<file path="config.mk">
export PLATFORM = sky130hd
export DESIGN_NAME = pipeline_decode
export DESIGN_NICKNAME = d
export VERILOG_FILES = /design/src/rtl/psrv32_pkg.sv /design/src/rtl/pipeline_regfile.sv /design/src/rtl/pipeline_decode.sv
export SDC_FILE = /design/constraint.sdc
export NUM_CORES = 2
export LEC_CHECK = 0
export ABC_AREA = 1
export CAP_MARGIN = 0
export CELL_PAD_IN_SITES_DETAIL_PLACEMENT = 2
export CELL_PAD_IN_SITES_GLOBAL_PLACEMENT = 2
export CORE_MARGIN = 2
export CORE_UTILIZATION = 39
export CTS_CLUSTER_SIZE = 10
export DETAILED_ROUTE_END_ITERATION = 6
export PLACE_DENSITY_LB_ADDON = 0.1
export REMOVE_ABC_BUFFERS = 1
export SLEW_MARGIN = 15
export SYNTH_ARGS = -nofsm -noshare
export SYNTH_HDL_FRONTEND = slang
export SYNTH_HIERARCHICAL = 1
export SYNTH_SLANG_ARGS = --single-unit
</file>
<file path="constraint.sdc">
create_clock -name clk_i -period 2.6 [get_ports clk_i]
set_input_delay 0.26 -clock clk_i [delete_from_list [all_inputs] [get_ports clk_i]]
set_output_delay 0.26 -clock clk_i [all_outputs]
set_load 0.005 [all_outputs]
</file>
<file path="src/rtl/psrv32_pkg.sv">
// Shared PSRV32 definitions: opcodes, ALU-op encoding and the ID/EX bundle.
package psrv32_pkg;

   localparam logic [6:0] OP_LUI      = 7'b0110111;
   localparam logic [6:0] OP_AUIPC    = 7'b0010111;
   localparam logic [6:0] OP_JAL      = 7'b1101111;
   localparam logic [6:0] OP_JALR     = 7'b1100111;
   localparam logic [6:0] OP_BRANCH   = 7'b1100011;
   localparam logic [6:0] OP_LOAD     = 7'b0000011;
   localparam logic [6:0] OP_STORE    = 7'b0100011;
   localparam logic [6:0] OP_OP_IMM   = 7'b0010011;
   localparam logic [6:0] OP_OP       = 7'b0110011;
   localparam logic [6:0] OP_MISC_MEM = 7'b0001111;
   localparam logic [6:0] OP_SYSTEM   = 7'b1110011;

   typedef enum logic [3:0] {
      ALU_ADD    = 4'd0,
      ALU_SUB    = 4'd1,
      ALU_SLL    = 4'd2,
      ALU_SLT    = 4'd3,
      ALU_SLTU   = 4'd4,
      ALU_XOR    = 4'd5,
      ALU_SRL    = 4'd6,
      ALU_SRA    = 4'd7,
      ALU_OR     = 4'd8,
      ALU_AND    = 4'd9,
      ALU_PASS_B = 4'd10
   } alu_op_e;

   typedef struct packed {
      logic        valid;
      logic [31:0] pc;
      logic [4:0]  rs1;
      logic [4:0]  rs2;
      logic [4:0]  rd;
      logic [31:0] rs1_data;
      logic [31:0] rs2_data;
      logic [31:0] imm;
      alu_op_e     alu_op;
      logic        alu_src;
      logic        pc_src_a;
      logic        mem_read;
      logic        mem_write;
      logic        reg_write;
      logic        branch;
      logic        jump;
      logic [2:0]  funct3;
      logic        illegal;
   } id_ex_t;

   // alt selects SUB/SRA; the caller decides when instr[30] may be honoured.
   function automatic alu_op_e alu_from_funct3(input logic [2:0] funct3, input logic alt);
      alu_op_e op;
      case (funct3)
         3'b000:  op = alt ? ALU_SUB : ALU_ADD;
         3'b001:  op = ALU_SLL;
         3'b010:  op = ALU_SLT;
         3'b011:  op = ALU_SLTU;
         3'b100:  op = ALU_XOR;
         3'b101:  op = alt ? ALU_SRA : ALU_SRL;
         3'b110:  op = ALU_OR;
         default: op = ALU_AND;
      endcase
      return op;
   endfunction

endpackage

</file>
<file path="src/rtl/pipeline_regfile.sv">
// 32x32 integer register file: two async read ports with WB write-through, one sync write port.
module pipeline_regfile
   import psrv32_pkg::*;
(
   input  logic        clk_i,
   input  logic        reset_ni,
   input  logic [4:0]  rs1_i,
   input  logic [4:0]  rs2_i,
   input  logic        wb_en_i,
   input  logic [4:0]  wb_rd_i,
   input  logic [31:0] wb_data_i,
   output logic [31:0] rs1_data_o,
   output logic [31:0] rs2_data_o
);

   logic [31:0] regs [32];

   always_ff @(posedge clk_i or negedge reset_ni) begin
      if (!reset_ni) begin
         regs <= '{default: '0};
      end else if (wb_en_i && wb_rd_i != '0) begin
         regs[wb_rd_i] <= wb_data_i;
      end
   end

   always_comb begin
      rs1_data_o = regs[rs1_i];
      if (rs1_i == '0) begin
         rs1_data_o = '0;
      end else if (wb_en_i && wb_rd_i == rs1_i) begin
         rs1_data_o = wb_data_i;
      end
   end

   always_comb begin
      rs2_data_o = regs[rs2_i];
      if (rs2_i == '0) begin
         rs2_data_o = '0;
      end else if (wb_en_i && wb_rd_i == rs2_i) begin
         rs2_data_o = wb_data_i;
      end
   end

endmodule

</file>
<file path="src/rtl/pipeline_decode.sv">
// PSRV32 ID stage: instruction decode, immediate generation and register read into a registered ID/EX bundle.
module pipeline_decode
   import psrv32_pkg::*;
(
   input  logic        clk_i,
   input  logic        reset_ni,
   input  logic        valid_i,
   input  logic [31:0] instruction_i,
   input  logic [31:0] pc_i,
   input  logic        stall_i,
   input  logic        flush_i,
   input  logic        wb_en_i,
   input  logic [4:0]  wb_rd_i,
   input  logic [31:0] wb_data_i,
   output logic        valid_o,
   output logic [31:0] pc_o,
   output logic [4:0]  rs1_o,
   output logic [4:0]  rs2_o,
   output logic [4:0]  rd_o,
   output logic [31:0] rs1_data_o,
   output logic [31:0] rs2_data_o,
   output logic [31:0] imm_o,
   output logic [3:0]  alu_op_o,
   output logic        alu_src_o,
   output logic        pc_src_a_o,
   output logic        mem_read_o,
   output logic        mem_write_o,
   output logic        reg_write_o,
   output logic        branch_o,
   output logic        jump_o,
   output logic [2:0]  funct3_o,
   output logic        illegal_o
);

   logic [6:0]  opcode;
   logic [2:0]  funct3;
   logic [31:0] imm_i, imm_s, imm_b, imm_u, imm_j;
   logic [31:0] rs1_rdata, rs2_rdata;
   id_ex_t      dec;
   id_ex_t      bundle;

   assign opcode = instruction_i[6:0];
   assign funct3 = instruction_i[14:12];

   assign imm_i = {{20{instruction_i[31]}}, instruction_i[31:20]};
   assign imm_s = {{20{instruction_i[31]}}, instruction_i[31:25], instruction_i[11:7]};
   assign imm_b = {{19{instruction_i[31]}}, instruction_i[31], instruction_i[7],
                   instruction_i[30:25], instruction_i[11:8], 1'b0};
   assign imm_u = {instruction_i[31:12], 12'b0};
   assign imm_j = {{11{instruction_i[31]}}, instruction_i[31], instruction_i[19:12],
                   instruction_i[20], instruction_i[30:21], 1'b0};

   pipeline_regfile u_regfile (
      .clk_i      (clk_i),
      .reset_ni   (reset_ni),
      .rs1_i      (instruction_i[19:15]),
      .rs2_i      (instruction_i[24:20]),
      .wb_en_i    (wb_en_i),
      .wb_rd_i    (wb_rd_i),
      .wb_data_i  (wb_data_i),
      .rs1_data_o (rs1_rdata),
      .rs2_data_o (rs2_rdata)
   );

   // Invalid input leaves dec all-zero, which is exactly a bubble.
   always_comb begin
      dec = '0;
      if (valid_i) begin
         dec.valid    = 1'b1;
         dec.pc       = pc_i;
         dec.rs1      = instruction_i[19:15];
         dec.rs2      = instruction_i[24:20];
         dec.rd       = instruction_i[11:7];
         dec.funct3   = funct3;
         dec.rs1_data = rs1_rdata;
         dec.rs2_data = rs2_rdata;
         case (opcode)
            OP_LUI: begin
               dec.imm = imm_u; dec.alu_op = ALU_PASS_B; dec.alu_src = 1'b1; dec.reg_write = 1'b1;
            end
            OP_AUIPC: begin
               dec.imm = imm_u; dec.alu_op = ALU_ADD; dec.alu_src = 1'b1; dec.pc_src_a = 1'b1;
               dec.reg_write = 1'b1;
            end
            OP_JAL: begin
               dec.imm = imm_j; dec.alu_op = ALU_ADD; dec.alu_src = 1'b1; dec.pc_src_a = 1'b1;
               dec.jump = 1'b1; dec.reg_write = 1'b1;
            end
            OP_JALR: begin
               dec.imm = imm_i; dec.alu_op = ALU_ADD; dec.alu_src = 1'b1; dec.jump = 1'b1;
               dec.reg_write = 1'b1;
            end
            OP_BRANCH: begin
               dec.imm = imm_b; dec.alu_op = ALU_SUB; dec.branch = 1'b1;
            end
            OP_LOAD: begin
               dec.imm = imm_i; dec.alu_op = ALU_ADD; dec.alu_src = 1'b1; dec.mem_read = 1'b1;
               dec.reg_write = 1'b1;
            end
            OP_STORE: begin
               dec.imm = imm_s; dec.alu_op = ALU_ADD; dec.alu_src = 1'b1; dec.mem_write = 1'b1;
            end
            OP_OP_IMM: begin
               dec.imm       = imm_i;
               dec.alu_op    = alu_from_funct3(funct3, instruction_i[30] && funct3 == 3'b101);
               dec.alu_src   = 1'b1;
               dec.reg_write = 1'b1;
            end
            OP_OP: begin
               dec.alu_op    = alu_from_funct3(funct3, instruction_i[30]);
               dec.reg_write = 1'b1;
            end
            OP_MISC_MEM: begin
            end
            default: dec.illegal = 1'b1;
         endcase
         if (dec.rd == '0) dec.reg_write = 1'b0;
      end
   end

   always_ff @(posedge clk_i or negedge reset_ni) begin
      if (!reset_ni) begin
         bundle <= '0;
      end else if (flush_i) begin
         bundle <= '0;
      end else if (!stall_i) begin
         bundle <= dec;
      end
   end

   assign valid_o     = bundle.valid;
   assign pc_o        = bundle.pc;
   assign rs1_o       = bundle.rs1;
   assign rs2_o       = bundle.rs2;
   assign rd_o        = bundle.rd;
   assign rs1_data_o  = bundle.rs1_data;
   assign rs2_data_o  = bundle.rs2_data;
   assign imm_o       = bundle.imm;
   assign alu_op_o    = bundle.alu_op;
   assign alu_src_o   = bundle.alu_src;
   assign pc_src_a_o  = bundle.pc_src_a;
   assign mem_read_o  = bundle.mem_read;
   assign mem_write_o = bundle.mem_write;
   assign reg_write_o = bundle.reg_write;
   assign branch_o    = bundle.branch;
   assign jump_o      = bundle.jump;
   assign funct3_o    = bundle.funct3;
   assign illegal_o   = bundle.illegal;

endmodule

</file>
Word level (Yosys, flattened, before mapping)

Cells that the tools add are included.

Bits in registers: 1183
Output and inout port bits: 159
Word-level logic and storage cells: 126

Magnitude comparators: 4
Equality and inequality tests: 19
Multiplexer cells: 33
Bitwise operators: 3
Reduce and logical (&&, ||, !) cells: 17

Operators by type and width:

| operator             | number |
|---|---|
| $bwmux W1024         | 1 |
| $mux W159            | 3 |
| $bmux W32 S5         | 2 |
| $mux W32             | 9 |
| $demux W32 S5        | 1 |
| $pmux W32 S5         | 1 |
| $pmux W4 S7          | 2 |
| $eq A7 B6 Y1 const B | 3 |
| $eq A7 B7 Y1 const B | 3 |
| $ge A6 B6 Y1 const B | 3 |
| $not A5 Y6           | 3 |
| $pmux W4 S4          | 1 |
| $logic_not A5 Y1     | 3 |
| $eq A7 B5 Y1 const B | 2 |
| $reduce_or A7 Y1     | 2 |
| $mux W1              | 13 |
| $eq A5 B5 Y1         | 2 |
| $reduce_or A10 Y1    | 1 |
| $eq A3 B3 Y1 const B | 3 |
| $eq A7 B2 Y1 const B | 1 |
| $eq A7 B4 Y1 const B | 1 |
| $eq A3 B2 Y1 const B | 2 |
| $lt A6 B1 Y1 const B | 1 |
| $reduce_or A2 Y1     | 3 |
| 6 further kinds      | 10 |

Logic depth before layout (Yosys ltp)

Depth in word-level cells: 9
Depth in mapped cells: 15
Mapped depth without buffers: 12

Cells and area by module

The synthesis kept the hierarchy.

Modules (own cells, without submodules):

| module           | instances | cells each | area each (um^2) |
|---|---|---|---|
| pipeline_regfile | 1         | 8474       | 58511.1 |
| pipeline_decode  | 1         | 565        | 6269.8 |

Worst setup path before layout

Ideal clock, no wire load.

Path kind: input -> register
Start: in instruction_i[15]
End: reg bundle (netlist bit rs1_data_o[28])
Arrival time: 1620 ps
Data required time: 2479 ps
Path slack: 859 ps
Stages on the path: 12
Buffers on the path: 4
Path through: buf_2 buf_4 buf_2 clkbuf_1 nand2_1 nand3_1 nand3_1 nand3_1 nand3_1 nand2_1 a21oi_1 a22o_1

Word-level cells in the longest chain between the ends: 9
Elaborated cells between the ends (all ways): 12
Classes of those cells: 1 x eq/ne; 8 x mux; 1 x bitwise; 2 x reduce/logical

RTL lines:

| element                                     | RTL line               | RTL |
|---|---|---|
| from (decl)                                 | pipeline_decode.sv:8   | `input logic [31:0] instruction_i,` |
| $not A5 Y6 (implied by the code)            | pipeline_regfile.sv:27 | `rs1_data_o = regs[rs1_i];` |
| $bmux W32 S5                                | pipeline_regfile.sv:27 |  |
| $mux W32 (implied by the code) (2 in a row) | pipeline_regfile.sv:27 |  |
| $mux W32                                    | pipeline_regfile.sv:30 | `end else if (wb_en_i && wb_rd_i == rs1_i) begin` |
| $mux W32 (*)                                | pipeline_regfile.sv:28 | `if (rs1_i == '0) begin` |
| named net rs1_rdata[28]                     | pipeline_decode.sv:38  | `logic [31:0] rs1_rdata, rs2_rdata;` |
| $mux W159 (*)                               | pipeline_decode.sv:68  | `if (valid_i) begin` |
| $mux W159 (*)                               | pipeline_decode.sv:126 | `end else if (!stall_i) begin` |
| $mux W159 (*)                               | pipeline_decode.sv:124 | `end else if (flush_i) begin` |
| to (signal assigned)                        | pipeline_decode.sv:123 | `bundle <= '0;` |
| to (signal assigned)                        | pipeline_decode.sv:125 | `bundle <= '0;` |
| to (signal assigned)                        | pipeline_decode.sv:127 | `bundle <= dec;` |
| to (decl)                                   | pipeline_decode.sv:40  | `id_ex_t bundle;` |

The timed path passes the listed nets; every way through them passes the cells marked *. The select of a mux whose other input is x is not followed.
A chain may end at the register's enable or synchronous reset.

Final worst setup path

Start: reg bundle (netlist bit rs1_data_o[10])
End: out rs1_data_o[10]

RTL lines:

| element   | RTL line              | RTL |
|---|---|---|
| to (decl) | pipeline_decode.sv:20 | `output logic [31:0] rs1_data_o,` |

No word-level cell between the ends.

==> run summary <==
status -> finished, violations left
failing checks -> DRC
num rows -> 149
Setup crit start kind -> flop
kind of cell adding the most delay to the critical path -> buffers and inverters
CP Cell Sequence -> clkdlybuf4s50_1
post-route setup slack -> 0.406 ns
TritonCTS clock tree -> yes
Buf/Inv on CP -> 1
Global Route Usage Sum -> 37.4%
number of vias per cell -> 6.08
period utilization -> 84.4%
Die Span Y -> 412 um
Synth cell types -> 34
cell area after synthesis -> 0.0648 sq mm
Die W -> 412 um
Crit Reg-Reg Startpoint -> u_regfile/regs[122]
Register Area -> 0.0296 sq mm
commonest cells in the netlist -> nand2_1, o21ai_0, dfrtp_1, nand3_1, inv_1
P_leak -> 0.0363 uW
Max Buffers Root-to-Sink -> 3
mean area per synthesized cell -> 7.17 sq um
I/O pin total -> 266
initial antenna violation count -> 7
clock root cell -> clkbuf_16
largest net degree at the start of global routing -> 117
Reg2Reg Capture Point -> rs1_data_o[26]
worst-margin pin slew -> 0.780 ns
final HPWL from detailed placement -> 191000 um
Crit path depth -> 1
fillers -> 18900
initial core utilization -> 39.3%
via count -> 68800
MaxCap Viol Count -> 0
Hold Crit Start -> pc_i[15]
First-pass DRT Iterations -> 7
H-tree levels -> 4
hold slack final -> 0.0607 ns
peak fanout along the critical path -> 2
share of the yosys chip area belonging to registers -> 45.7%
post-place setup slack -> 0.0734 ns
Worst setup EP type -> output port
vias in the first global route -> 74000
Starting DRT DRC Count -> 6185
Final GP Congestion -> 0.845
GR Overflow Total -> 0
Max Clk Rate -> 456 MHz
IO buf count -> 265
CTS sink cnt -> 1183
Final Critical Period -> 2.19 ns
Hold Vio Cnt, Final -> 0
routed len/inst -> 28.3 um
hold path cells -> 2
number of remaining DRC errors -> 70
fin. max-slew vios -> 0
RSZ-0062 raised after global routing -> false
clock slew at reported path FFs -> 0.06 ns
first-pass GRT wire length -> 482000 um
most instantiated library cell after synthesis -> nand2_1
Primary FF master, synth -> dfrtp_1
top-area cell type share of the netlist area -> 45.7%
final core utilization -> 46.1%
Die ar. -> 0.169 sq mm
number of enable flip-flop cells after synthesis -> 0
Core Area -> 0.165 sq mm
Cells after Synth -> 9039
pwr dens -> 727 mW/mm^2
critical path required time -> 2.34 ns
Setup Viol. Count Final -> 0
Final ANT Viol Nets -> 0
final wirelength -> 320000 um
WHS Endpoint -> pc_o[15]
# nets final -> 9142
Synthesis Warnings -> 6
Post-synth ARST share -> 100%
CP max stage cell -> clkdlybuf4s50_1
area grow syn2layout -> 17.3%
critical path class -> flop to output port
flip-flop and latch count after synthesis -> 1183
total power -> 55300 uW
WP data arrival -> 1.93 ns
clk_lat worst skew -> 0.81 ns
Worst Hold Class -> input port to flop
Area contributors post-synth -> dfrtp_1, nand2_1, o21ai_0, nand3_1, inv_1
layout cells sized above 1 -> 7.69%
Worst R2R Path Depth -> 10
Post-CTS Setup Repair Bufs -> 0
setup tns final -> 0 ns
CTS buffer count -> 148
slew margin rel. -> 48.0%
CP max stage delay -> 0.58 ns
biggest area consumer among synthesized cells -> dfrtp_1
final setup skew -> 0.0193 ns
Multi-input gate area -> 0.0294 sq mm
Worst VDD drop -> 0.740 mV
Reg2Reg Setup Slack -> 0.84 ns
[sequential cells by signal (all words and copies together), names as in the netlist, 3 cells and up]
name	count
imm_o	32
alu_op_o	4
funct3_o	3
rs1_o	5
u_regfile/regs	1024
rs1_data_o	32
rs2_data_o	32
rs2_o	5
pc_o	32
rd_o	5
[layout by cell type (no fill, tap or decap), types with 141 or more instances in the layout]
| cell type | count |
|---|---|
| a21oi_1 | 304 |
| buf_12 | 141 |
| buf_4 | 208 |
| clkbuf_16 | 154 |
| clkdlybuf4s50_1 | 254 |
| dfrtp_1 | 1183 |
| inv_1 | 703 |
| nand2_1 | 2752 |
| nand3_1 | 1108 |
| nor2_1 | 341 |
| o211ai_1 | 197 |
| o21ai_0 | 1334 |
[how the worst max path moves through the flow]
stage,start,endpoint
2_1_floorplan,flush_i,imm_o[12]
3_3_place_gp,wb_rd_i[2],rs1_data_o[18]
3_5_place_dp,wb_rd_i[0],u_regfile/regs[259]
4_1_cts,rs1_data_o[10],rs1_data_o[10]
5_1_grt,instruction_i[21],rs2_data_o[3]
6_report,rs1_data_o[10],rs1_data_o[10]
[where the power goes]
| group | switching [uW] | total [uW] | internal (uW) | leakage [uW] |
|---|---|---|---|---|
| sequential | 2330 | 23800 | 21500 | 0.0153 |
| clock | 8560 | 20000 | 11500 | 0.00220 |
| combinational | 7470 | 11400 | 3930 | 0.0188 |
[layer usage]
metal	part of all wire [%]	GRT usage [%]	wire length, um
met5	0.0047	0	15
met1	43	50.6	138000
met3	6.3	5.10	20100
met4	3.7	13.3	11800
met2	47	61.1	150000
[final cells by class]
cell class                 count  area share [%]
antenna                        5          0.0165
clock buffer                 221            5.76
clock inverter                14           0.117
inverter                     725            3.63
multi-input combinational   6366            38.7
sequential                  1183            38.9
tap                         2189            3.60
timing repair buffer         611            9.27
[kinds of logic (layout without fill, tap and decap cells)]
family                    Yosys count  in the layout  share of synthesized area, %
and+or+nand+nor                  4339           4339                          28.0
other                               0              5                             0
AOI/OAI and AO/OA                2025           2025                          17.0
xor gates and xnor gates            2              2                        0.0270
DFF                              1183           1183                          45.7
buffers and inverters            1490           1571                          9.24
[repair_timing]
action                                 4_1_cts  5_1_grt
endpoints found under the hold margin      857        0
hold buffers                                 3        0
gates resized for setup                      0        0
[stage by stage]
step / cells / cell area [sq um]
floorplan: 8274 / 61500
global placement: 11100 / 71500
detailed placement: 11100 / 71500
CTS: 11300 / 76000
global route: 11300 / 76000
finish: 11300 / 76000
Note: power is estimated with default switching activity, not from simulation.
